--- src/rtl/latency_mem_responder.sv ---
// Single-port memory responder with independent read and write channel FSMs
// and fixed, parameterised response latency.
module latency_mem_responder #(
    parameter int ADDR_WDTH = 4,
    parameter int DATA_WDTH = 32,
    parameter int RESP_WDTH = 1,
    parameter int RD_LAT    = 2,
    parameter int WR_LAT    = 1,
    parameter int MEM_WORDS = 16
) (
    input  logic                 clk,
    input  logic                 rst_n,
    input  logic                 always_success,
    input  logic                 always_error,
    input  logic                 ar_valid,
    output logic                 ar_ready,
    input  logic [ADDR_WDTH-1:0] ar_address,
    output logic                 r_valid,
    input  logic                 r_ready,
    output logic [DATA_WDTH-1:0] r_data,
    output logic [RESP_WDTH-1:0] r_resp,
    input  logic                 aw_valid,
    output logic                 aw_ready,
    input  logic [ADDR_WDTH-1:0] aw_address,
    input  logic                 w_valid,
    output logic                 w_ready,
    input  logic [DATA_WDTH-1:0] w_data,
    output logic                 b_valid,
    input  logic                 b_ready,
    output logic [RESP_WDTH-1:0] b_resp,
    output logic [7:0]           rd_count,
    output logic [7:0]           wr_count,
    output logic                 swich_case_default
);

    localparam int DEPTH = 2 ** ADDR_WDTH;
    localparam logic [RESP_WDTH-1:0] RESP_OKAY = '0;
    localparam logic [RESP_WDTH-1:0] RESP_ERR  = RESP_WDTH'(1);
    localparam logic [3:0] RD_LAT_C = 4'(RD_LAT);
    localparam logic [3:0] WR_LAT_C = 4'(WR_LAT);

    typedef enum logic [1:0] {R_IDLE = 2'd0, R_WAIT = 2'd1, R_RESP = 2'd2} rd_state_e;
    typedef enum logic [1:0] {W_IDLE = 2'd0, W_WAIT = 2'd1, W_RESP = 2'd2} wr_state_e;

    // Handshake: a channel transfers on a rising edge where valid && ready are
    // both high; a source holds valid and payload stable until that edge.

    function automatic logic [RESP_WDTH-1:0] resp_for(input logic                 err,
                                                      input logic                 ok,
                                                      input logic [ADDR_WDTH-1:0] addr);
        if (err) return RESP_ERR;
        if (ok) return RESP_OKAY;
        if (32'(addr) >= 32'(MEM_WORDS)) return RESP_ERR;
        return RESP_OKAY;
    endfunction

    logic [DATA_WDTH-1:0] mem_q [DEPTH];

    rd_state_e            rd_state_q, rd_state_d;
    logic [3:0]           rd_cnt_q, rd_cnt_d;
    logic [ADDR_WDTH-1:0] rd_addr_q, rd_addr_d;
    logic [DATA_WDTH-1:0] r_data_q;
    logic [RESP_WDTH-1:0] r_resp_q;
    logic                 rd_illegal, rd_enter, ar_fire, r_fire;

    wr_state_e            wr_state_q, wr_state_d;
    logic [3:0]           wr_cnt_q, wr_cnt_d;
    logic [ADDR_WDTH-1:0] wr_addr_q, wr_addr_d;
    logic [DATA_WDTH-1:0] wr_data_q, wr_data_d;
    logic                 aw_got_q, aw_got_d, w_got_q, w_got_d;
    logic [RESP_WDTH-1:0] b_resp_q, wr_resp;
    logic                 wr_illegal, wr_enter, aw_fire, w_fire, b_fire;

    logic [7:0]           rd_count_q, wr_count_q;
    logic                 swich_q;

    assign ar_fire = ar_valid & ar_ready;
    assign r_fire  = r_valid & r_ready;
    assign aw_fire = aw_valid & aw_ready;
    assign w_fire  = w_valid & w_ready;
    assign b_fire  = b_valid & b_ready;

    // ---------------- read FSM ----------------
    always_ff @(posedge clk or negedge rst_n) begin
        if (!rst_n) begin
            rd_state_q <= R_IDLE;
            rd_cnt_q   <= '0;
            rd_addr_q  <= '0;
        end else begin
            rd_state_q <= rd_state_d;
            rd_cnt_q   <= rd_cnt_d;
            rd_addr_q  <= rd_addr_d;
        end
    end

    always_comb begin
        rd_state_d = rd_state_q;
        rd_cnt_d   = rd_cnt_q;
        rd_addr_d  = rd_addr_q;
        rd_illegal = 1'b0;
        case (rd_state_q)
            R_IDLE: begin
                if (ar_fire) begin
                    rd_addr_d  = ar_address;
                    rd_cnt_d   = RD_LAT_C;
                    rd_state_d = (RD_LAT == 0) ? R_RESP : R_WAIT;
                end
            end
            R_WAIT: begin
                rd_cnt_d = rd_cnt_q - 4'd1;
                if (rd_cnt_q <= 4'd1) rd_state_d = R_RESP;
            end
            R_RESP: begin
                if (r_ready) rd_state_d = R_IDLE;
            end
            default: begin
                rd_state_d = R_IDLE;
                rd_illegal = 1'b1;
            end
        endcase
    end

    always_comb begin
        ar_ready = (rd_state_q == R_IDLE);
        r_valid  = (rd_state_q == R_RESP);
        rd_enter = (rd_state_d == R_RESP) && (rd_state_q != R_RESP);
    end

    // Read data is sampled with the pre-edge RAM contents, so a write
    // committing on the same edge is not visible to this read.
    always_ff @(posedge clk or negedge rst_n) begin
        if (!rst_n) begin
            r_data_q <= '0;
            r_resp_q <= '0;
        end else if (rd_enter) begin
            r_data_q <= mem_q[rd_addr_d];
            r_resp_q <= resp_for(always_error, always_success, rd_addr_d);
        end
    end

    // ---------------- write FSM ----------------
    always_ff @(posedge clk or negedge rst_n) begin
        if (!rst_n) begin
            wr_state_q <= W_IDLE;
            wr_cnt_q   <= '0;
            wr_addr_q  <= '0;
            wr_data_q  <= '0;
            aw_got_q   <= 1'b0;
            w_got_q    <= 1'b0;
        end else begin
            wr_state_q <= wr_state_d;
            wr_cnt_q   <= wr_cnt_d;
            wr_addr_q  <= wr_addr_d;
            wr_data_q  <= wr_data_d;
            aw_got_q   <= aw_got_d;
            w_got_q    <= w_got_d;
        end
    end

    always_comb begin
        wr_state_d = wr_state_q;
        wr_cnt_d   = wr_cnt_q;
        wr_addr_d  = wr_addr_q;
        wr_data_d  = wr_data_q;
        aw_got_d   = aw_got_q;
        w_got_d    = w_got_q;
        wr_illegal = 1'b0;
        case (wr_state_q)
            W_IDLE: begin
                if (aw_fire) begin
                    wr_addr_d = aw_address;
                    aw_got_d  = 1'b1;
                end
                if (w_fire) begin
                    wr_data_d = w_data;
                    w_got_d   = 1'b1;
                end
                // The later of the two captures starts the latency count.
                if (aw_got_d && w_got_d) begin
                    aw_got_d   = 1'b0;
                    w_got_d    = 1'b0;
                    wr_cnt_d   = WR_LAT_C;
                    wr_state_d = (WR_LAT == 0) ? W_RESP : W_WAIT;
                end
            end
            W_WAIT: begin
                wr_cnt_d = wr_cnt_q - 4'd1;
                if (wr_cnt_q <= 4'd1) wr_state_d = W_RESP;
            end
            W_RESP: begin
                if (b_ready) wr_state_d = W_IDLE;
            end
            default: begin
                wr_state_d = W_IDLE;
                aw_got_d   = 1'b0;
                w_got_d    = 1'b0;
                wr_illegal = 1'b1;
            end
        endcase
    end

    always_comb begin
        aw_ready = (wr_state_q == W_IDLE) && !aw_got_q;
        w_ready  = (wr_state_q == W_IDLE) && !w_got_q;
        b_valid  = (wr_state_q == W_RESP);
        wr_enter = (wr_state_d == W_RESP) && (wr_state_q != W_RESP);
        wr_resp  = resp_for(always_error, always_success, wr_addr_d);
    end

    always_ff @(posedge clk or negedge rst_n) begin
        if (!rst_n) begin
            b_resp_q <= '0;
        end else if (wr_enter) begin
            b_resp_q <= wr_resp;
        end
    end

    // RAM has no reset; a commit needs reset released and an OKAY response.
    always_ff @(posedge clk) begin
        if (rst_n && wr_enter && (wr_resp == RESP_OKAY)) begin
            mem_q[wr_addr_d] <= wr_data_d;
        end
    end

    // ---------------- counters and sticky flag ----------------
    always_ff @(posedge clk or negedge rst_n) begin
        if (!rst_n) begin
            rd_count_q <= '0;
            wr_count_q <= '0;
            swich_q    <= 1'b0;
        end else begin
            if (r_fire) rd_count_q <= rd_count_q + 8'd1;
            if (b_fire) wr_count_q <= wr_count_q + 8'd1;
            swich_q <= swich_q | rd_illegal | wr_illegal;
        end
    end

    assign r_data             = r_data_q;
    assign r_resp             = r_resp_q;
    assign b_resp             = b_resp_q;
    assign rd_count           = rd_count_q;
    assign wr_count           = wr_count_q;
    assign swich_case_default = swich_q;

endmodule

--- config.mk ---
export PLATFORM = sky130hd
export DESIGN_NAME = latency_mem_responder
export DESIGN_NICKNAME = d
export VERILOG_FILES = /design/src/rtl/latency_mem_responder.sv
export SDC_FILE = /design/constraint.sdc
export NUM_CORES = 1
export LEC_CHECK = 0
export ABC_AREA = 0
export CAP_MARGIN = 15
export CORE_MARGIN = 2
export CORE_UTILIZATION = 60
export DETAILED_ROUTE_END_ITERATION = 8
export MAX_ROUTING_LAYER = met4
export PLACE_DENSITY = 0.79
export SLEW_MARGIN = 5
export SYNTH_ARGS = -nofsm -noshare
export SYNTH_HDL_FRONTEND = slang
export SYNTH_SLANG_ARGS = --single-unit
--- constraint.sdc ---
create_clock -name clk -period 13.9 [get_ports clk]
set_clock_uncertainty 0.05 [all_clocks]
set_input_delay 2.085 -clock clk [delete_from_list [all_inputs] [get_ports clk]]
set_output_delay 2.085 -clock clk [all_outputs]
set_load 0.02 [all_outputs]
### Yosys cells after proc, flatten, opt, wreduce, memory -nomap -nowiden

Memories as Yosys holds them, arrays and structs flattened. A register that Yosys moved wholly into a read port is not among the register bits.
Cells that the tools add are included.

| word-level totals | value |
|---|---|
| word-level logic and storage cells | 100 |
| bits in registers | 73 |
| memories | 1 |
| memory bits (writable) | 512 |

Memories:

| name | depth | width | read ports | clocked after Yosys merged registers in | write ports | RTL line | text |
|---|---|---|---|---|---|---|---|
| mem_q | 16 | 32 | 1 | 1 | 1 | 57 | `logic [DATA_WDTH-1:0] mem_q [DEPTH];` |

| cells by class | value |
|---|---|
| $add $sub $neg | 4 |
| bitwise logic cells | 8 |
| equality and inequality tests | 10 |
| $lt $le $gt $ge | 2 |
| reductions and logical operators | 19 |
| mux-type cells | 42 |

Operators with widths:

| operator | count |
|---|---|
| 32-bit 2-to-1 mux | 2 |
| 4-bit 2-to-1 mux | 6 |
| 1-bit 2-to-1 mux | 22 |
| 8-bit by 1-bit adder with 8-bit output, second input constant | 2 |
| 4-bit one-hot mux with 2 select lines | 2 |
| 2-bit 2-to-1 mux | 6 |
| 2-bit one-hot mux with 3 select lines | 2 |
| 2-bit == test, second input constant | 4 |
| 4-bit by 1-bit less-or-equal comparator with 1-bit output, second input constant | 2 |
| 4-bit by 1-bit subtractor with 4-bit output, second input constant | 2 |
| 1-bit logical AND | 7 |
| 2-bit != test, second input constant | 3 |
| 3-bit OR reduction | 2 |
| 1-bit bitwise AND | 5 |
| 2-bit by 1-bit == test with 1-bit output, second input constant | 2 |
| 2-bit zero test | 2 |
| 1-bit one-hot mux with 2 select lines | 2 |
| 2-bit AND reduction | 2 |
| 2-bit nonzero test | 2 |
| 1-bit zero test | 3 |
| 2-bit by 1-bit != test with 1-bit output, second input constant | 1 |
| 1-bit bitwise OR | 2 |
| 2-bit OR reduction | 1 |
| 1-bit NOT | 1 |

### Logic depth before layout (Yosys ltp)

Gate-level depths: netlist of run 1.

| depth | value |
|---|---|
| word-level depth | 14 |
| gate-level depth with buffers | 10 |
| gate-level depth less buffers | 8 |

### Worst setup path before layout of run 1

OpenSTA, ideal clock, no wires.

| timing | value |
|---|---|
| path kind | input -> register |
| start point | input aw_valid |
| end point | memory mem_q[10][0], enable pin |
| data arrival time | 6.350 ns |
| setup slack | 6.999 ns |
| cell stages on the path | 7 |
| cells stage by stage | o22ai_2 -> a211oi_1 -> o2bb2ai_1 -> nand4b_1 -> or4b_1 -> buf_2 -> nor4_1 |

| between the ends | value |
|---|---|
| longest elaborated chain between the ends | 12 |

Ends and longest elaborated chain:

| element | RTL line | text |
|---|---|---|
| start, declared | 22 | `input logic aw_valid,` |
| 1-bit bitwise AND * | 79 | `assign aw_fire = aw_valid & aw_ready;` |
| 1-bit 2-to-1 mux | 170 | `if (aw_fire) begin` |
| 1-bit 2-to-1 mux | 168 | `case (wr_state_q)` |
| 1-bit logical AND | 179 | `if (aw_got_d && w_got_d) begin` |
| 2-bit 2-to-1 mux | 179 |  |
| 2-bit one-hot mux with 3 select lines | 168 |  |
| 2-bit == test | 206 | `wr_enter = (wr_state_d == W_RESP) && (wr_state_q != W_RESP);` |
| 1-bit logical AND | 206 |  |
| 1-bit logical AND (2 in a row) | 220 | `if (rst_n && wr_enter && (wr_resp == RESP_OKAY)) begin` |
| 1-bit 2-to-1 mux | 220 |  |
| 1-bit 2-to-1 mux (implied by the code) | 221 | `mem_q[wr_addr_d] <= wr_data_d;` |
| end, declared | 57 |  |

Every way passes the cells marked *; elsewhere a longest branch is shown, timed or not. The select of a mux whose other input is x is not followed.

### Worst setup path in the final report of run 1

| timing | value |
|---|---|
| start point | input ar_address[0] |
| end point | register r_data_q[8] (netlist: r_data[8]), read port of mem_q |

| between the ends | value |
|---|---|
| longest elaborated chain between the ends | 2 |

Ends and longest elaborated chain:

| element | RTL line | text |
|---|---|---|
| start, declared | 17 | `input logic [ADDR_WDTH-1:0] ar_address,` |
| 4-bit 2-to-1 mux | 103 | `if (ar_fire) begin` |
| 4-bit 2-to-1 mux | 101 | `case (rd_state_q)` |
| end, declared | 62 | `logic [DATA_WDTH-1:0] r_data_q;` |

Every way passes these cells.
A chain may end at the register's enable or synchronous reset.

==> results of run 1 <==
-- power by group through the flow --
stage               Combinational (mW)  Clock (mW)  Sequential [mW]
floorplan                         1.26           0             2.61
global placement                  1.85           0             2.58
detailed placement                1.93           0             2.59
CTS                               1.95        1.55             2.55
global route                      2.11        1.62             2.57
finish                            1.96        1.54             2.56
-- cell families (layout without fill, tap and decap cells) --
kind of cell	Yosys count	count (layout)
flip-flops	617	617
multiplexers	156	156
adder cells (fa/ha/maj)	10	10
XOR/XNOR	14	14
AND/OR/NAND/NOR	534	534
AO/OA/AOI/OAI	224	224
buffers and inverters	104	258
-- layer usage --
metal  global-route usage (%)  up-vias  routed length, um
met4                     11.2        0               2010
met2                     45.9      767              28300
met3                     4.58      152               4800
met1                     35.7     7361              21500
met5                        -        -                  0
li1                         -     6439                  -
-- synth_stat cells, types with 2 or more instances --
library cell / n
inv_1: 14
nor2_1: 19
a31oi_1: 7
o21ai_1: 21
a22o_1: 2
buf_6: 5
nand3b_1: 2
nand2_1: 333
and3_1: 2
a221oi_1: 21
mux2_2: 38
mux4_2: 20
a32oi_1: 10
buf_2: 31
a22oi_1: 22
buf_1: 5
nor4_1: 4
nand2b_1: 3
xor2_1: 4
o22ai_1: 10
nor3_1: 15
clkbuf_1: 36
ha_1: 10
nor2b_1: 8
xnor2_1: 10
dfrtp_1: 105
o21ai_0: 21
edfxtp_1: 512
a21oi_1: 81
nor3b_1: 2
mux2i_1: 97
buf_4: 11
o2111ai_1: 22
nand3_1: 140
-- area by class of cell --
cell class              count  area, um^2
clock buffers              83        1590
clock inverters            26         255
fillers                  2436       12100
inverters                  16        65.1
multi-input cells         938        5990
flip-flops and latches    617       18000
well taps                 525         657
repair buffers            133        1250
-- through the flow --
| stage | util (%) | power (mW) | cells | area, um^2 | hold WS [ps] |
|---|---|---|---|---|---|
| 2_1_floorplan | - | 3.87 | 1659 | 24400 | 408 |
| 3_3_place_gp | 65.1 | 4.44 | 2229 | 26000 | 410 |
| 3_5_place_dp | 65.1 | 4.52 | 2229 | 26000 | 407 |
| 4_1_cts | 69.7 | 6.05 | 2338 | 27800 | 424 |
| 5_1_grt | 69.7 | 6.31 | 2338 | 27800 | 447 |
| 6_report | 69.7 | 6.05 | 2338 | 27800 | 422 |
-- worst min path at each step --
| stage | from | end | slack [ps] |
|---|---|---|---|
| 6_report | wr_count[7] | wr_count[7] | 420 |
| 5_1_grt | wr_count[7] | wr_count[7] | 450 |
| 4_1_cts | wr_count[7] | wr_count[7] | 420 |
| 3_5_place_dp | swich_case_default | swich_case_default | 410 |
| 3_3_place_gp | wr_count[7] | wr_count[7] | 410 |
| 2_1_floorplan | rd_cnt_q[3] | rd_cnt_q[3] | 410 |
-- flip-flops by register name, indices dropped and copies added (netlist names), 4 cells and up --
signal     flops
wr_count       8
wr_data_q     32
mem_q        512
rd_count       8
wr_cnt_q       4
r_data        32
wr_addr_q      4
rd_cnt_q       4
rd_addr_q      4
-- cell usage in the layout, fill, tap and decap left out, types with 22 or more instances in the layout --
master and count:
nand3_1 140, edfxtp_1 512, mux2i_1 94, clkbuf_16 59
buf_4 31, a21oi_1 81, mux2_2 38, clkdlybuf4s50_1 102
nand2_1 330, dfrtp_1 105, a22oi_1 22, o2111ai_1 22
clkbuf_1 22
==> results.py, run 1 <==
metrics = {
    "die": {
        "rows": 73,
        "die_h_um": 206,
        "start_util_pct": 61.0,
        "die_area_um2": 42200,
        "io_pins": 105,
        "fp.coreArea_um2": 39900,
        "die_width_um": 206,
    },
    "sta": {
        "grt_setup_unrepaired": "false",
        "slew_headroom_pct": 26.3,
        "hold_viol_final": 0,
        "setup_ws_ps": 8030,
        "setup_viol": 0,
        "slew_violations": 0,
        "max_freq_ghz": 0.170,
        "tightest_slew_ps": 1070,
        "setup_tns_ps": 0,
        "final.period_utilization_pct": 42.3,
        "period_needed_ps": 5870,
    },
    "critical_path": {
        "worst-path-stages": 8,
        "slowest_delay_ps": 1120,
        "timing.rr.start": "rd_state_q[1]",
        "r2r-end": "r_data[8]",
        "path_buf_inv": 3,
        "crit_family": "buffers and inverters",
        "r2r_cells": 9,
        "crit_start": "ar_address[0]",
        "startpoint_type": "input port",
        "required_ps": 14390,
        "cpMaxStageDelayCell": "clkdlybuf4s50_1",
        "end_kind": "flip-flop",
        "path_max_fanout": 84,
        "r2r_slack_ps": 9770,
        "worst-setup-path-type": "input port to flip-flop",
        "crit_chain": "clkdlybuf4s50_1 -> mux2i_4 -> inv_4 -> buf_4 -> mux2i_1 -> a221oi_1 -> o21ai_0 -> nand3_1",
        "endpoint": "r_data[8]",
        "arrival_ps": 6360,
    },
    "power": {
        "clock_power_share_pct": 25.4,
        "seq_power_share_pct": 42.2,
        "ir_drop_mv": 0.139,
        "internal-power_mw": 3.94,
        "p_leak_nw": 9.84,
        "p_sw_share_pct": 34.8,
        "pwr-share-comb_pct": 32.4,
        "switchingPower_mw": 2.11,
        "pwr_density_cell_nw_per_um2": 218,
    },
    "logic_synthesis": {
        "synth_cell_types": 50,
        "avgSynthCellArea_um2": 14.7,
        "synth_top_family_by_area": "simple AND/OR/NAND/NOR gates",
        "yosys_warnings": 0,
        "synthFlopType": "edfxtp_1",
        "post_synth_and_or_nand_nor_area_fraction_pct": 9.41,
        "syn_inst": 1659,
        "synth_seq_cells": 617,
        "synth_area_leaders": "edfxtp_1 (63%), dfrtp_1 (11%), nand2_1 (5.1%)",
        "yosys.area_share.adder_pct": 0.513,
        "synthMuxAreaShare_pct": 7.68,
        "synth_edf_count": 512,
        "synth-xor-area-share_pct": 0.503,
        "synth-async-reset-ratio_pct": 17.0,
        "synth_nets": 1718,
        "ys_seq_area_share_pct": 73.9,
        "yosysTopAreaCellShare_pct": 63.1,
        "syn-cell-area_um2": 24400,
        "synth-compound-area-share_pct": 5.93,
        "synth_top_area_cell": "edfxtp_1",
    },
    "detailed_routing": {
        "ant_nets": 0,
        "drcViolationCount": 0,
        "finalWirelength_mm": 56.6,
        "vias": 14700,
        "vias_per_cell": 6.30,
        "wl_per_cell_um": 24.2,
        "firstDrtPassIters": 5,
        "drt_iter0_drc": 1524,
    },
    "clock_network": {
        "clk_path_buf_depth": 3,
        "post_cts_buffers": 0,
        "clk_latency_ps": 610,
        "cts_resized": 0,
        "cts_root_buf": "clkbuf_16",
        "path_clk_slew_ps": 60,
        "postCtsHoldBufs": 0,
        "cts_max_level": 2,
        "cts_buffers": 58,
        "cts_tree": "built",
        "cts_sinks": 617,
    },
    "layout": {
        "fin_nets": 1823,
        "layout-drive-gt1-share_pct": 10.9,
        "insertedDiodeCount": 0,
        "syn_to_final_growth_pct": 14.1,
    },
    "global_routing": {
        "grt_max_degree": 85,
        "grt-ovfl-total": 0,
        "grt_pass1_wl_mm": 84.7,
        "grt_antenna_before_repair": 0,
        "track_usage_pct": 28.1,
        "grt_pass1_vias": 14900,
    },
    "placed_design": {
        "dpl_worst_slack_ps": 7460,
        "routabilityCongestion": 0.771,
        "hpwlAfterDp_mm": 28.2,
        "port_buffers": 103,
    },
    "flow_run": {
        "maxCapViolCount": 0,
    },
    "run_status": {
        "status": "finished, final reports clean",
    },
    "min_path": {
        "hold_path_depth": 1,
        "hp-class": "flip-flop to flip-flop",
    },
}
Power figures use the tool's default switching activity.
==> inputs of run 2 (changes only) <==
--- a/config.mk
+++ b/config.mk
@@ -8,10 +8,10 @@
 export ABC_AREA = 0
 export CAP_MARGIN = 15
 export CORE_MARGIN = 2
-export CORE_UTILIZATION = 60
+export CORE_UTILIZATION = 54
 export DETAILED_ROUTE_END_ITERATION = 8
 export MAX_ROUTING_LAYER = met4
-export PLACE_DENSITY = 0.79
+export PLACE_DENSITY = 0.75
 export SLEW_MARGIN = 5
 export SYNTH_ARGS = -nofsm -noshare
 export SYNTH_HDL_FRONTEND = slang
==> constraint.sdc (replaced) <==
create_clock -name clk -period 5 [get_ports clk]
set_clock_uncertainty 0.05 [all_clocks]
set_input_delay 0.75 -clock clk [delete_from_list [all_inputs] [get_ports clk]]
set_output_delay 0.75 -clock clk [all_outputs]
set_load 0.02 [all_outputs]
==> run 2 against run 1 <==
  * Combinational power increased to 2.8 times the previous value
  * Sequential power increased to 2.8 times the previous value
  * Clock-buffer cell count decreased by 1
  * Register-to-register slack got worse by 8400 ps
  * Critical path depth increased by 1
  * Critical path type is now flip-flop to flip-flop
  * Utilization decreased by 6.5 points
  * Worst setup slack got worse by 6700 ps
  * First-iteration DRC count decreased by 0.92%
  * Via count about the same
  * Die area increased by 11%
  * Power increased to 2.8 times the previous value
  * Wire length increased by 0.20%
==> results.py, run 2 (synthesis gave the netlist of run 1 again) <==
metrics = {
    "run_status": {
        "status": "finished, final reports clean",
    },
    "sta": {
        "max_freq_ghz": 0.275,
        "setup_ws_ps": 1360,
        "slew_headroom_pct": 28.4,
        "grt_setup_unrepaired": "false",
        "period_needed_ps": 3640,
        "slew_violations": 0,
        "holdWs_ps": 258,
        "hold_viol_final": 0,
        "tightest_slew_ps": 1070,
        "setup_viol": 0,
        "final.period_utilization_pct": 72.8,
    },
    "detailed_routing": {
        "ant_nets": 0,
        "finalWirelength_mm": 56.7,
        "firstDrtPassIters": 5,
        "wl_per_cell_um": 23.5,
        "vias_per_cell": 6.09,
        "drcViolationCount": 0,
        "vias": 14700,
        "drt_iter0_drc": 1510,
    },
    "clock_network": {
        "path_clk_slew_ps": 60,
        "cts_max_level": 2,
        "postCtsHoldBufs": 0,
        "cts_resized": 0,
        "clk_latency_ps": 610,
        "cts_tree": "built",
        "cts_root_buf": "clkbuf_16",
        "cts_buffers": 59,
        "post_cts_buffers": 0,
        "cts_sinks": 617,
        "clk_path_buf_depth": 3,
    },
    "die": {
        "die_h_um": 216,
        "io_pins": 105,
        "start_util_pct": 54.9,
        "die_area_um2": 46800,
        "fp.coreArea_um2": 44400,
        "rows": 77,
        "die_width_um": 216,
    },
    "critical_path": {
        "slowest_delay_ps": 870,
        "crit_chain": "inv_1 -> ha_1 -> nor2b_1 -> a211oi_1 -> o2bb2ai_1 -> nand4b_1 -> or4b_1 -> nor4_2 -> buf_4",
        "worst-setup-path-type": "flip-flop to flip-flop",
        "end_kind": "flip-flop",
        "required_ps": 5180,
        "arrival_ps": 3820,
        "startpoint_type": "flip-flop",
        "cpMaxStageDelayCell": "or4b_1",
        "r2r_cells": 9,
        "path_max_fanout": 32,
    },
    "layout": {
        "layout-drive-gt1-share_pct": 11.6,
        "insertedDiodeCount": 0,
        "fin_nets": 1835,
        "syn_to_final_growth_pct": 15.2,
        "final_common_cell": "edfxtp_1",
        "layout_common_cells": "edfxtp_1 (512), nand2_1 (331), nand3_1 (140)",
        "largest_reg_flops": 512,
        "top_register": "mem_q",
    },
    "power": {
        "ir_drop_mv": 0.619,
        "total_power_mw": 16.9,
        "p_leak_nw": 9.92,
        "pwr_density_cell_nw_per_um2": 602,
    },
    "global_routing": {
        "grt_pass1_vias": 15000,
        "track_usage_pct": 25.2,
        "grt_pass1_wl_mm": 86.2,
        "grt-ovfl-total": 0,
        "grt_max_degree": 152,
        "grt_antenna_before_repair": 0,
    },
    "placed_design": {
        "hpwlAfterDp_mm": 29.2,
        "dpl_worst_slack_ps": 856,
        "port_buffers": 103,
        "routabilityCongestion": 0.802,
    },
    "min_path": {
        "hp-class": "input port to asynchronous set/reset pin",
    },
    "flow_run": {
        "maxCapViolCount": 0,
    },
}
## run 2: cell count changes in the layout (fill, tap and decap cells not counted), moves of 2 or more
cell	change
clkbuf_1	-8
buf_12	+7
clkbuf_8	+5
clkinv_1	+5
buf_4	+4
bufinv_16	-3
clkinvlp_4	+3
clkbuf_16	+2
clkinv_2	-2
## run 2: final timing paths
kind,start,slack [ps],to
worst max-delay path,wr_state_q[0],1360,mem_q[15][17]
worst min-delay path,rst_n,260,wr_addr_q[0]
worst max register to register,wr_state_q[0],1360,mem_q[15][17]
worst min register to register,rd_count[7],430,rd_count[7]
max in group asynchronous,rst_n,3260,wr_data_q[15]
min in group clk,rd_count[7],430,rd_count[7]
## run 2: layout make-up
type                    instances  area (um^2)
clock buffers                  82         1680
clock inverters                28          188
fillers                      3135        16300
inverters                      16         65.1
multi-input cells             938         5980
flip-flops and latches        617        18000
well taps                     592          741
repair buffers                144         1420
## run 2: routing by layer
metal | vias up | part of all wire [%] | global-route usage (%)
li1 | 6476 | - | -
met1 | 7396 | 39 | 32.4
met2 | 715 | 50 | 41.8
met3 | 121 | 8.4 | 3.41
met4 | 0 | 2.5 | 8.29
met5 | - | 0 | -
## run 2: report_power, final
| group | switching [mW] | total (mW) | internal, mW | leakage (nW) |
|---|---|---|---|---|
| clock | 1.84 | 4.27 | 2.43 | 0.904 |
| sequential | 0.337 | 7.11 | 6.77 | 5.89 |
| combinational | 3.71 | 5.53 | 1.81 | 3.13 |
| total | 5.89 | 16.9 | 11.0 | 9.92 |
## run 2: metrics by stage
stage                     util (%)  cells  area, um^2  setup TNS (ps)
after global placement        59.0   2307       26200               0
after detailed placement      59.0   2307       26200               0
after CTS                     63.2   2417       28100               0
after global routing          63.2   2417       28100               0
after floorplan                  -   1659       24400          -79750
final                         63.2   2417       28100               0
## run 2: worst max-delay path: cells and delay by family (launching register included)
family / cells / cell delay [ps]
flip-flops: 1 / 420
adder cells (fa/ha/maj): 1 / 260
AND/OR/NAND/NOR: 4 / 1550
AO/OA/AOI/OAI: 2 / 250
buffers and inverters: 2 / 670
